**src/rtl/i2c_target_mem_if.sv**
```systemverilog
// Bus bundle for the I2C target: oversampled SCL/SDA in, open-drain SDA drive out,
// write-strobe observation and a combinational memory peek port.
interface i2c_target_mem_if #(
  parameter int MEM_AW = 3,
  parameter int DATA_W = 8
);
  logic              scl_in;
  logic              sda_in;
  logic              sda_out;
  logic              busy;
  logic              wr_strobe;
  logic [MEM_AW-1:0] wr_addr;
  logic [DATA_W-1:0] wr_data;
  logic [MEM_AW-1:0] dbg_addr;
  logic [DATA_W-1:0] dbg_data;

  modport master (
    output scl_in, sda_in, dbg_addr,
    input  sda_out, busy, wr_strobe, wr_addr, wr_data, dbg_data
  );

  modport slave (
    input  scl_in, sda_in, dbg_addr,
    output sda_out, busy, wr_strobe, wr_addr, wr_data, dbg_data
  );
endinterface

```
**src/rtl/i2c_target_mem.sv**
```systemverilog
// I2C target with a 2**MEM_AW byte register file: pointer-then-data writes, auto-increment reads.
// SCL/SDA pin change reaches the FSM 3 clocks later; no backpressure beyond ACK/NACK on the bus.
module i2c_target_mem #(
  parameter logic [6:0] TARGET_ADDR = 7'h50,
  parameter int         MEM_AW      = 3,
  parameter int         DATA_W      = 8
) (
  input  logic            i2c_core_clk,
  input  logic            rst_n,
  i2c_target_mem_if.slave bus
);
  localparam int DEPTH = 1 << MEM_AW;

  typedef enum logic [3:0] {
    S_IDLE, S_ADDR, S_ADDR_ACK, S_PTR, S_PTR_ACK,
    S_WDATA, S_WDATA_ACK, S_RDATA, S_RACK, S_IGNORE
  } state_t;

  state_t            r_state, w_nxt_state;
  logic              r_scl_s1, r_scl_s2, r_scl_d;
  logic              r_sda_s1, r_sda_s2, r_sda_d;
  logic [3:0]        r_cnt, w_nxt_cnt;
  logic [DATA_W-1:0] r_shift, w_nxt_shift;
  logic              r_sda_out, w_nxt_sda;
  logic [MEM_AW-1:0] r_ptr, w_nxt_ptr, w_ptr_inc;
  logic              r_busy, w_nxt_busy;
  logic              w_wr_en;
  logic [DATA_W-1:0] w_rx_byte, w_mem_cur, w_mem_inc;
  logic              r_wr_strobe;
  logic [MEM_AW-1:0] r_wr_addr;
  logic [DATA_W-1:0] r_wr_data;
  logic [DATA_W-1:0] r_mem [DEPTH];
  logic              w_scl_rise, w_scl_fall, w_start, w_stop;

  // Synchronizers idle high so a reset never fabricates a START/STOP
  always_ff @(posedge i2c_core_clk or negedge rst_n) begin
    if (!rst_n) begin
      r_scl_s1 <= 1'b1;
      r_scl_s2 <= 1'b1;
      r_scl_d  <= 1'b1;
      r_sda_s1 <= 1'b1;
      r_sda_s2 <= 1'b1;
      r_sda_d  <= 1'b1;
    end else begin
      r_scl_s1 <= bus.scl_in;
      r_scl_s2 <= r_scl_s1;
      r_scl_d  <= r_scl_s2;
      r_sda_s1 <= bus.sda_in;
      r_sda_s2 <= r_sda_s1;
      r_sda_d  <= r_sda_s2;
    end
  end

  assign w_scl_rise = r_scl_s2 & ~r_scl_d;
  assign w_scl_fall = ~r_scl_s2 & r_scl_d;
  assign w_start    = r_scl_s2 & r_scl_d & ~r_sda_s2 & r_sda_d;
  assign w_stop     = r_scl_s2 & r_scl_d & r_sda_s2 & ~r_sda_d;

  assign w_rx_byte  = {r_shift[DATA_W-2:0], r_sda_s2};
  assign w_ptr_inc  = r_ptr + MEM_AW'(1);
  assign w_mem_cur  = r_mem[r_ptr];
  assign w_mem_inc  = r_mem[w_ptr_inc];

  always_ff @(posedge i2c_core_clk or negedge rst_n) begin
    if (!rst_n) begin
      r_state <= S_IDLE;
    end else begin
      r_state <= w_nxt_state;
    end
  end

  always_comb begin
    w_nxt_state = r_state;
    w_nxt_cnt   = r_cnt;
    w_nxt_shift = r_shift;
    w_nxt_sda   = r_sda_out;
    w_nxt_ptr   = r_ptr;
    w_nxt_busy  = r_busy;
    w_wr_en     = 1'b0;

    if (w_start) begin
      w_nxt_state = S_ADDR;
      w_nxt_cnt   = 4'd0;
      w_nxt_sda   = 1'b1;
    end else if (w_stop) begin
      w_nxt_state = S_IDLE;
      w_nxt_sda   = 1'b1;
      w_nxt_busy  = 1'b0;
    end else begin
      case (r_state)
        S_ADDR, S_PTR, S_WDATA: begin
          if (w_scl_rise) begin
            w_nxt_shift = w_rx_byte;
            w_nxt_cnt   = r_cnt + 4'd1;
            if (r_cnt == 4'd7) begin
              w_nxt_cnt = 4'd0;
              if (r_state == S_ADDR) begin
                if (w_rx_byte[7:1] == TARGET_ADDR && w_rx_byte[7:1] != 7'd0) begin
                  w_nxt_state = S_ADDR_ACK;
                  w_nxt_busy  = 1'b1;
                end else begin
                  w_nxt_state = S_IGNORE;
                end
              end else if (r_state == S_PTR) begin
                w_nxt_ptr   = w_rx_byte[MEM_AW-1:0];
                w_nxt_state = S_PTR_ACK;
              end else begin
                w_wr_en     = 1'b1;
                w_nxt_ptr   = w_ptr_inc;
                w_nxt_state = S_WDATA_ACK;
              end
            end
          end
        end
        // First fall pulls SDA low, second fall releases it and ends the ACK slot
        S_ADDR_ACK, S_PTR_ACK, S_WDATA_ACK: begin
          if (w_scl_fall) begin
            if (r_sda_out) begin
              w_nxt_sda = 1'b0;
            end else begin
              w_nxt_sda = 1'b1;
              w_nxt_cnt = 4'd0;
              if (r_state == S_ADDR_ACK && r_shift[0]) begin
                w_nxt_sda   = w_mem_cur[DATA_W-1];
                w_nxt_shift = {w_mem_cur[DATA_W-2:0], 1'b0};
                w_nxt_cnt   = 4'd1;
                w_nxt_state = S_RDATA;
              end else if (r_state == S_ADDR_ACK) begin
                w_nxt_state = S_PTR;
              end else begin
                w_nxt_state = S_WDATA;
              end
            end
          end
        end
        S_RDATA: begin
          if (w_scl_fall) begin
            if (r_cnt == 4'd8) begin
              w_nxt_sda   = 1'b1;
              w_nxt_cnt   = 4'd0;
              w_nxt_state = S_RACK;
            end else begin
              w_nxt_sda   = r_shift[DATA_W-1];
              w_nxt_shift = {r_shift[DATA_W-2:0], 1'b0};
              w_nxt_cnt   = r_cnt + 4'd1;
            end
          end
        end
        S_RACK: begin
          if (w_scl_rise) begin
            w_nxt_ptr = w_ptr_inc;
            if (!r_sda_s2) begin
              w_nxt_shift = w_mem_inc;
              w_nxt_cnt   = 4'd0;
              w_nxt_state = S_RDATA;
            end else begin
              w_nxt_state = S_IGNORE;
            end
          end
        end
        default: begin
        end
      endcase
    end
  end

  always_ff @(posedge i2c_core_clk or negedge rst_n) begin
    if (!rst_n) begin
      r_cnt       <= 4'd0;
      r_shift     <= '0;
      r_sda_out   <= 1'b1;
      r_ptr       <= '0;
      r_busy      <= 1'b0;
      r_wr_strobe <= 1'b0;
      r_wr_addr   <= '0;
      r_wr_data   <= '0;
    end else begin
      r_cnt       <= w_nxt_cnt;
      r_shift     <= w_nxt_shift;
      r_sda_out   <= w_nxt_sda;
      r_ptr       <= w_nxt_ptr;
      r_busy      <= w_nxt_busy;
      r_wr_strobe <= w_wr_en;
      if (w_wr_en) begin
        r_wr_addr <= r_ptr;
        r_wr_data <= w_rx_byte;
      end
    end
  end

  always_ff @(posedge i2c_core_clk or negedge rst_n) begin
    if (!rst_n) begin
      for (int i = 0; i < DEPTH; i++) begin
        r_mem[i] <= '0;
      end
    end else if (w_wr_en) begin
      r_mem[r_ptr] <= w_rx_byte;
    end
  end

  assign bus.sda_out   = r_sda_out;
  assign bus.busy      = r_busy;
  assign bus.wr_strobe = r_wr_strobe;
  assign bus.wr_addr   = r_wr_addr;
  assign bus.wr_data   = r_wr_data;
  assign bus.dbg_data  = r_mem[bus.dbg_addr];
endmodule

```
**src/flat_wrapper.sv**
```systemverilog
// flat-port wrapper written by rule: the top's interface ports become plain ports
module i2c_target_mem_flat 
#(
  parameter logic [6:0] TARGET_ADDR = 7'h50,
  parameter int         MEM_AW      = 3,
  parameter int         DATA_W      = 8
)
  (i2c_core_clk, rst_n, bus_scl_in, bus_sda_in, bus_dbg_addr, bus_sda_out, bus_busy, bus_wr_strobe, bus_wr_addr, bus_wr_data, bus_dbg_data);
  i2c_target_mem_if #(.MEM_AW(MEM_AW), .DATA_W(DATA_W)) bus_i ();
  input  logic i2c_core_clk;
  input  logic rst_n;
  input wire logic [$bits(bus_i.scl_in)-1:0] bus_scl_in;
  input wire logic [$bits(bus_i.sda_in)-1:0] bus_sda_in;
  input wire logic [$bits(bus_i.dbg_addr)-1:0] bus_dbg_addr;
  output wire logic [$bits(bus_i.sda_out)-1:0] bus_sda_out;
  output wire logic [$bits(bus_i.busy)-1:0] bus_busy;
  output wire logic [$bits(bus_i.wr_strobe)-1:0] bus_wr_strobe;
  output wire logic [$bits(bus_i.wr_addr)-1:0] bus_wr_addr;
  output wire logic [$bits(bus_i.wr_data)-1:0] bus_wr_data;
  output wire logic [$bits(bus_i.dbg_data)-1:0] bus_dbg_data;
  assign bus_i.scl_in = bus_scl_in;
  assign bus_i.sda_in = bus_sda_in;
  assign bus_i.dbg_addr = bus_dbg_addr;
  assign bus_sda_out = bus_i.sda_out;
  assign bus_busy = bus_i.busy;
  assign bus_wr_strobe = bus_i.wr_strobe;
  assign bus_wr_addr = bus_i.wr_addr;
  assign bus_wr_data = bus_i.wr_data;
  assign bus_dbg_data = bus_i.dbg_data;
  i2c_target_mem #(.TARGET_ADDR(TARGET_ADDR), .MEM_AW(MEM_AW), .DATA_W(DATA_W)) u_core (.i2c_core_clk(i2c_core_clk), .rst_n(rst_n), .bus(bus_i));
endmodule
```
**config.mk**
```make
export PLATFORM = sky130hd
export DESIGN_NAME = i2c_target_mem_flat
export DESIGN_NICKNAME = d
export VERILOG_FILES = /design/src/rtl/i2c_target_mem_if.sv /design/src/rtl/i2c_target_mem.sv /design/src/flat_wrapper.sv
export SDC_FILE = /design/constraint.sdc
export NUM_CORES = 1
export LEC_CHECK = 0
export CORE_MARGIN = 1.5
export CORE_UTILIZATION = 60
export CTS_CLUSTER_SIZE = 24
export DETAILED_ROUTE_END_ITERATION = 10
export PLACE_DENSITY_LB_ADDON = 0.3
export SLEW_MARGIN = 20
export SYNTH_ARGS = -nofsm -noshare
export SYNTH_HDL_FRONTEND = slang
export SYNTH_SLANG_ARGS = --single-unit
```
**constraint.sdc**
```tcl
create_clock -name i2c_core_clk -period 4.1 [get_ports i2c_core_clk]
set_input_delay 0.615 -clock i2c_core_clk [delete_from_list [all_inputs] [get_ports i2c_core_clk]]
set_output_delay 0.615 -clock i2c_core_clk [all_outputs]
set_load 0.1 [all_outputs]
```
* Yosys cells after proc, flatten, opt, wreduce, memory -nomap -nowiden *
Cells that the tools add are included.

word-level totals
  bits in registers = 103
  logic and storage cells = 178

operators by class
  $add $sub $neg = 2
  bitwise logic cells = 16
  mux-type cells = 76
  equal/unequal tests = 35
  reductions and logical operators = 22
  magnitude comparators = 4

operators with widths
  kind                number
  $mux 8              15
  $mux 4              23
  $bmux 8 s3          3
  $bwmux 64           1
  $pmux 4 s4          2
  $pmux 8 s4          1
  $demux 8 s3         1
  $ne 4x1->1 const B  6
  $mux 1              21
  $eq 4x3->1 const B  5
  $mux 3              6
  $reduce_and 8->1    2
  $ne 2x1->1 const B  7
  $ge 4x4->1 const B  3
  $ne 3x1->1 const B  4
  $not 3->4           3
  $reduce_bool 2->1   6
  $reduce_and 11->1   1
  $eq 4x2->1 const B  2
  $eq 4x4->1 const B  2
  $ne 2x2->1 const B  4
  $reduce_bool 4->1   2
  $and 1x1->1         7
  $eq 7x7->1 const B  1
  18 further kinds    27

* Logic depth before layout (Yosys ltp) *
  word-level depth = 10
  gate-level depth with buffers = 8
  mapped depth without buffers = 7

* Least setup slack after synthesis *
Ideal clock, no wire load.

  path type = input port to output port
  start = input port bus_dbg_addr[1]
  end = output port bus_dbg_data[2]
  cell stages on the path = 4
  slack = 1.233 ns
  arrival = 2.252 ns
  cell sequence = clkbuf_1 buf_2 mux4_2 mux2_2

between the ends
  word-level cells in the longest chain between the ends = 4

ends and longest elaborated chain
  what                                        RTL line               RTL
  from (decl)                                 flat_wrapper.sv:14     input wire logic [$bits(bus_i.dbg_addr)-1:0] bus_dbg_addr;
  $not 3->4 (implied by the code)             i2c_target_mem.sv:206  assign bus.dbg_data = r_mem[bus.dbg_addr];
  $bmux 8 s3                                  i2c_target_mem.sv:206
  $mux 8 (implied by the code) (2 in series)  i2c_target_mem.sv:206
  to (decl)                                   flat_wrapper.sv:20     output wire logic [$bits(bus_i.dbg_data)-1:0] bus_dbg_data;

Every way passes these cells. The select of a mux whose other input is x is not followed.

* Final worst setup path *
  start = input port bus_dbg_addr[0]
  end = output port bus_dbg_data[0]

The elaborated chain is that of the path after synthesis.

==> flow_metrics.env <==
export IMPL_grt_ovfl_total=0
export IMPL_worstSetupStartpointType="input pin"
export IMPL_synth_compound_area_share_pct=8.646
export IMPL_critPathBufInv=3
export IMPL_met3_length_um=962
export IMPL_critical_path_top_delay_family="buffers and inverters"
export IMPL_numCtsBuffers=9
export IMPL_initialDrtViolationCount=335
export IMPL_slew_viol_final=0
export IMPL_dpl_cell_area_mm2=0.006536
export IMPL_cts_setup_buffers=0
export IMPL_cts_clk_slew_worst_paths_ns=0.09
export IMPL_antenna_found_initial=0
export IMPL_core_mm2=0.01018
export IMPL_wire_per_inst_um=23.66
export IMPL_r2r_cells=5
export IMPL_min_period_ns=3.255
export IMPL_syn_num_nets=514
export IMPL_vias=4516
export IMPL_track_usage_pct=29.94
export IMPL_die_h_um=105.0
export IMPL_instances_no_fill=654
export IMPL_r2r_start="u_core.r_ptr[0]"
export IMPL_min_period_over_period_pct=79.39
export IMPL_cp_arrival_ns=2.64
export IMPL_layout_drive_gt1_share_pct=35.52
export IMPL_total_power_uw=2870
export IMPL_synth_seq_area_share_pct=41.46
export IMPL_nFillCells=776
export IMPL_dieWidth_um=105.0
export IMPL_numClockSinks=103
export IMPL_nets=524
export IMPL_tightest_slew_ns=0.9906
export IMPL_crit_fanout=9
export IMPL_critical_path_cell_chain="clkdlybuf4s50_1 > buf_4 > mux4_2 > mux2_2 > buf_4"
export IMPL_start_util_pct=61.24
export IMPL_async_reset_ff_share_pct=100.0
export IMPL_clk_latency_ns=0.40
export IMPL_drt_wl_total_um=15480
export IMPL_cts_root_buf="clkbuf_8"
export IMPL_criticalPathCategory="in -> out"
export IMPL_route_top_layer_used="met4"
export IMPL_grt_pass1_vias=4485
export IMPL_netlist_instances=504
export IMPL_max_slew_margin_pct=33.75
export IMPL_setup_violations_final=0
export IMPL_clock_skew_final_ns=0.01605
export IMPL_worstPathRequired_ns=3.48
export IMPL_worstSetupStartpoint="bus_dbg_addr[0]"
export IMPL_synth_mux_area_share_pct=32.70
export IMPL_io_buffers=28
export IMPL_design_area_mm2=0.006735
export IMPL_viasPerCell=6.905
export IMPL_timing_rr_end="u_core.r_shift[6]"
export IMPL_ys_seq_elements=103
export IMPL_route_met2_wl_um=7677
export IMPL_htreeDepth=3
export IMPL_critical_path_endpoint_type="output pin"
export IMPL_post_synth_fa_ha_maj_area_fraction_pct=0.6018
export IMPL_p_per_area_mw_per_mm2=426.1
export IMPL_syn_area_mm2=0.006237
export IMPL_cp_slowest_cell="clkdlybuf4s50_1"
export IMPL_synth_top_family_by_area="multiplexers"
export IMPL_synth_edf_count=0
export IMPL_status="finished, final reports clean"
export IMPL_gp_congestion=0.8520
export IMPL_synth_xor_area_share_pct=0.2808
export IMPL_hold_viol_final=0
export IMPL_cap_violations=0
export IMPL_ys_types=75
export IMPL_dieArea_mm2=0.01102
export IMPL_ios=29
export IMPL_syn_to_final_growth_pct=7.984
export IMPL_vdd_drop_max_mv=0.3489
export IMPL_ff2ff_setup_slack_ns=1.20
export IMPL_synth_simple_gate_area_share_pct=12.78
export IMPL_cts_buffer_depth=2
export IMPL_crit_path_end="bus_dbg_data[0]"
export IMPL_drc=0
export IMPL_ys_warn_count=0
export IMPL_synth_flop_cell="dfrtp_1"
export IMPL_grt_max_degree=80
export IMPL_cts_resized=0
export IMPL_syn_area_per_cell_um2=12.38
export IMPL_hold_ws_ns=0.1025
export IMPL_cts_tree="yes"
export IMPL_drt_antenna_violating_nets=0
export IMPL_grt_setup_unrepaired="no"
export IMPL_place_inst=638
export IMPL_max_stage_delay_ns=0.87
export IMPL_cp_depth=5
export IMPL_antenna_cells=0
export IMPL_holdCritPathClass="in -> async"
export IMPL_p_leak_uw=0.002942
export IMPL_cp_common_cell="buf_4"
export IMPL_dr_pass1_iters=5
export IMPL_tns_ns=0
export IMPL_clock_fmax_ghz=0.3072
export IMPL_num_rows=37
export IMPL_cts_hold_buf=0
export IMPL_wirelength_met1_um=6351
export IMPL_dpl_hpwl_um=10160
export IMPL_grt_pass1_wl_um=24850
-- power breakdown --
group / switching [µW] / internal (µW) / leakage [µW]
Sequential: 227 / 1100 / 0.00139
Clock: 359 / 234 / 0.0000845
Combinational: 548 / 402 / 0.00147
Total: 1130 / 1740 / 0.00294
-- through the flow --
step	util [%]	setup slack (ns)
floorplan	-	1.233
global placement	64.18	0.8924
detailed placement	64.18	0.8121
CTS	65.86	0.8139
global route	66.13	0.7539
finish	66.13	0.8452
-- synthesized netlist by cell type, types with 3 or more instances --
master | n | share of area [%]
dfrtp_1 | 96 | 39
mux2_2 | 87 | 16
nand2_1 | 47 | 2.8
mux4_2 | 32 | 12
buf_2 | 17 | 1.4
a21oi_1 | 14 | 1.1
mux2i_1 | 14 | 2.2
nor2_1 | 14 | 0.84
o21ai_0 | 14 | 1.1
clkbuf_1 | 13 | 0.78
nand3_1 | 9 | 0.72
inv_1 | 8 | 0.48
dfstp_2 | 7 | 2.9
mux4_1 | 7 | 2.9
nand2b_1 | 7 | 0.70
nor2b_1 | 7 | 0.70
nor3_1 | 6 | 0.48
a211oi_1 | 5 | 0.60
a221o_1 | 5 | 0.80
nand3b_1 | 4 | 0.48
a2111oi_0 | 3 | 0.42
a22o_1 | 3 | 0.42
a22oi_1 | 3 | 0.36
a31oi_1 | 3 | 0.30
buf_1 | 3 | 0.18
buf_4 | 3 | 0.36
ha_1 | 3 | 0.60
nor4_1 | 3 | 0.30
o221ai_1 | 3 | 0.42
o41ai_1 | 3 | 0.42
-- cells in the final DEF, fill, tap and decap left out, types with 4 or more instances in the layout --
cell type	n
a21oi_1	14
mux2_2	87
clkdlybuf4s50_1	19
nand3_1	9
o21ai_0	14
dfrtp_1	95
buf_4	17
inv_1	8
nand2_1	47
mux4_2	32
nor2b_1	7
mux2i_1	14
dfstp_2	7
a211oi_1	5
clkbuf_8	10
nand3b_1	4
a221o_1	5
nor2_1	14
nand2b_1	7
nor3_1	6
mux4_1	7
-- area by class of cell --
type                    count  area (µm²)  share of cell area [%]
inverters                   8       30.03                  0.4458
multi-input cells         355        3431                   50.94
flip-flops and latches    103        2587                   38.42
repair buffers             37       345.3                   5.127
clock inverters             5       33.78                  0.5016
clock buffers              10       137.6                   2.043
well taps                 136       170.2                   2.526
-- sequential cells by signal, summed over array words and instances (netlist names) --
signal and cells:
u_core.bus.busy 1, u_core.bus.sda_out 1, u_core.bus.wr_addr 3, u_core.bus.wr_data 8, u_core.bus.wr_strobe 1, u_core.r_cnt 4
u_core.r_mem 64, u_core.r_ptr 3, u_core.r_scl_d 1, u_core.r_scl_s1 1, u_core.r_scl_s2 1, u_core.r_sda_d 1
u_core.r_sda_s1 1, u_core.r_sda_s2 1, u_core.r_shift 8, u_core.r_state 4
-- how the worst min path moves through the flow --
stage	start	to	slack, ns	cells past startpoint
2_1_floorplan	rst_n	u_core.bus.busy	0.32	0
3_3_place_gp	u_core.r_sda_s1	u_core.r_sda_s2	0.35	0
3_5_place_dp	u_core.r_sda_s1	u_core.r_sda_s2	0.35	0
4_1_cts	u_core.r_sda_s1	u_core.r_sda_s2	0.37	0
5_1_grt	rst_n	u_core.bus.wr_addr[2]	0.10	1
6_report	rst_n	u_core.bus.wr_data[1]	0.10	1
-- cell families after synthesis --
kind of cell | Yosys count
AO/OA/AOI/OAI | 75
XOR/XNOR | 2
adder cells (fa/ha/maj) | 3
buffers and inverters | 46
flip-flops | 103
multiplexers | 141
AND/OR/NAND/NOR | 134
-- routing by layer --
metal	track usage, %	up-vias
met2	47.20	194
met1	40.51	2347
li1	-	1932
met5	0	-
met4	12.04	0
met3	6.613	43
Note: power is estimated with default switching activity, not from simulation.
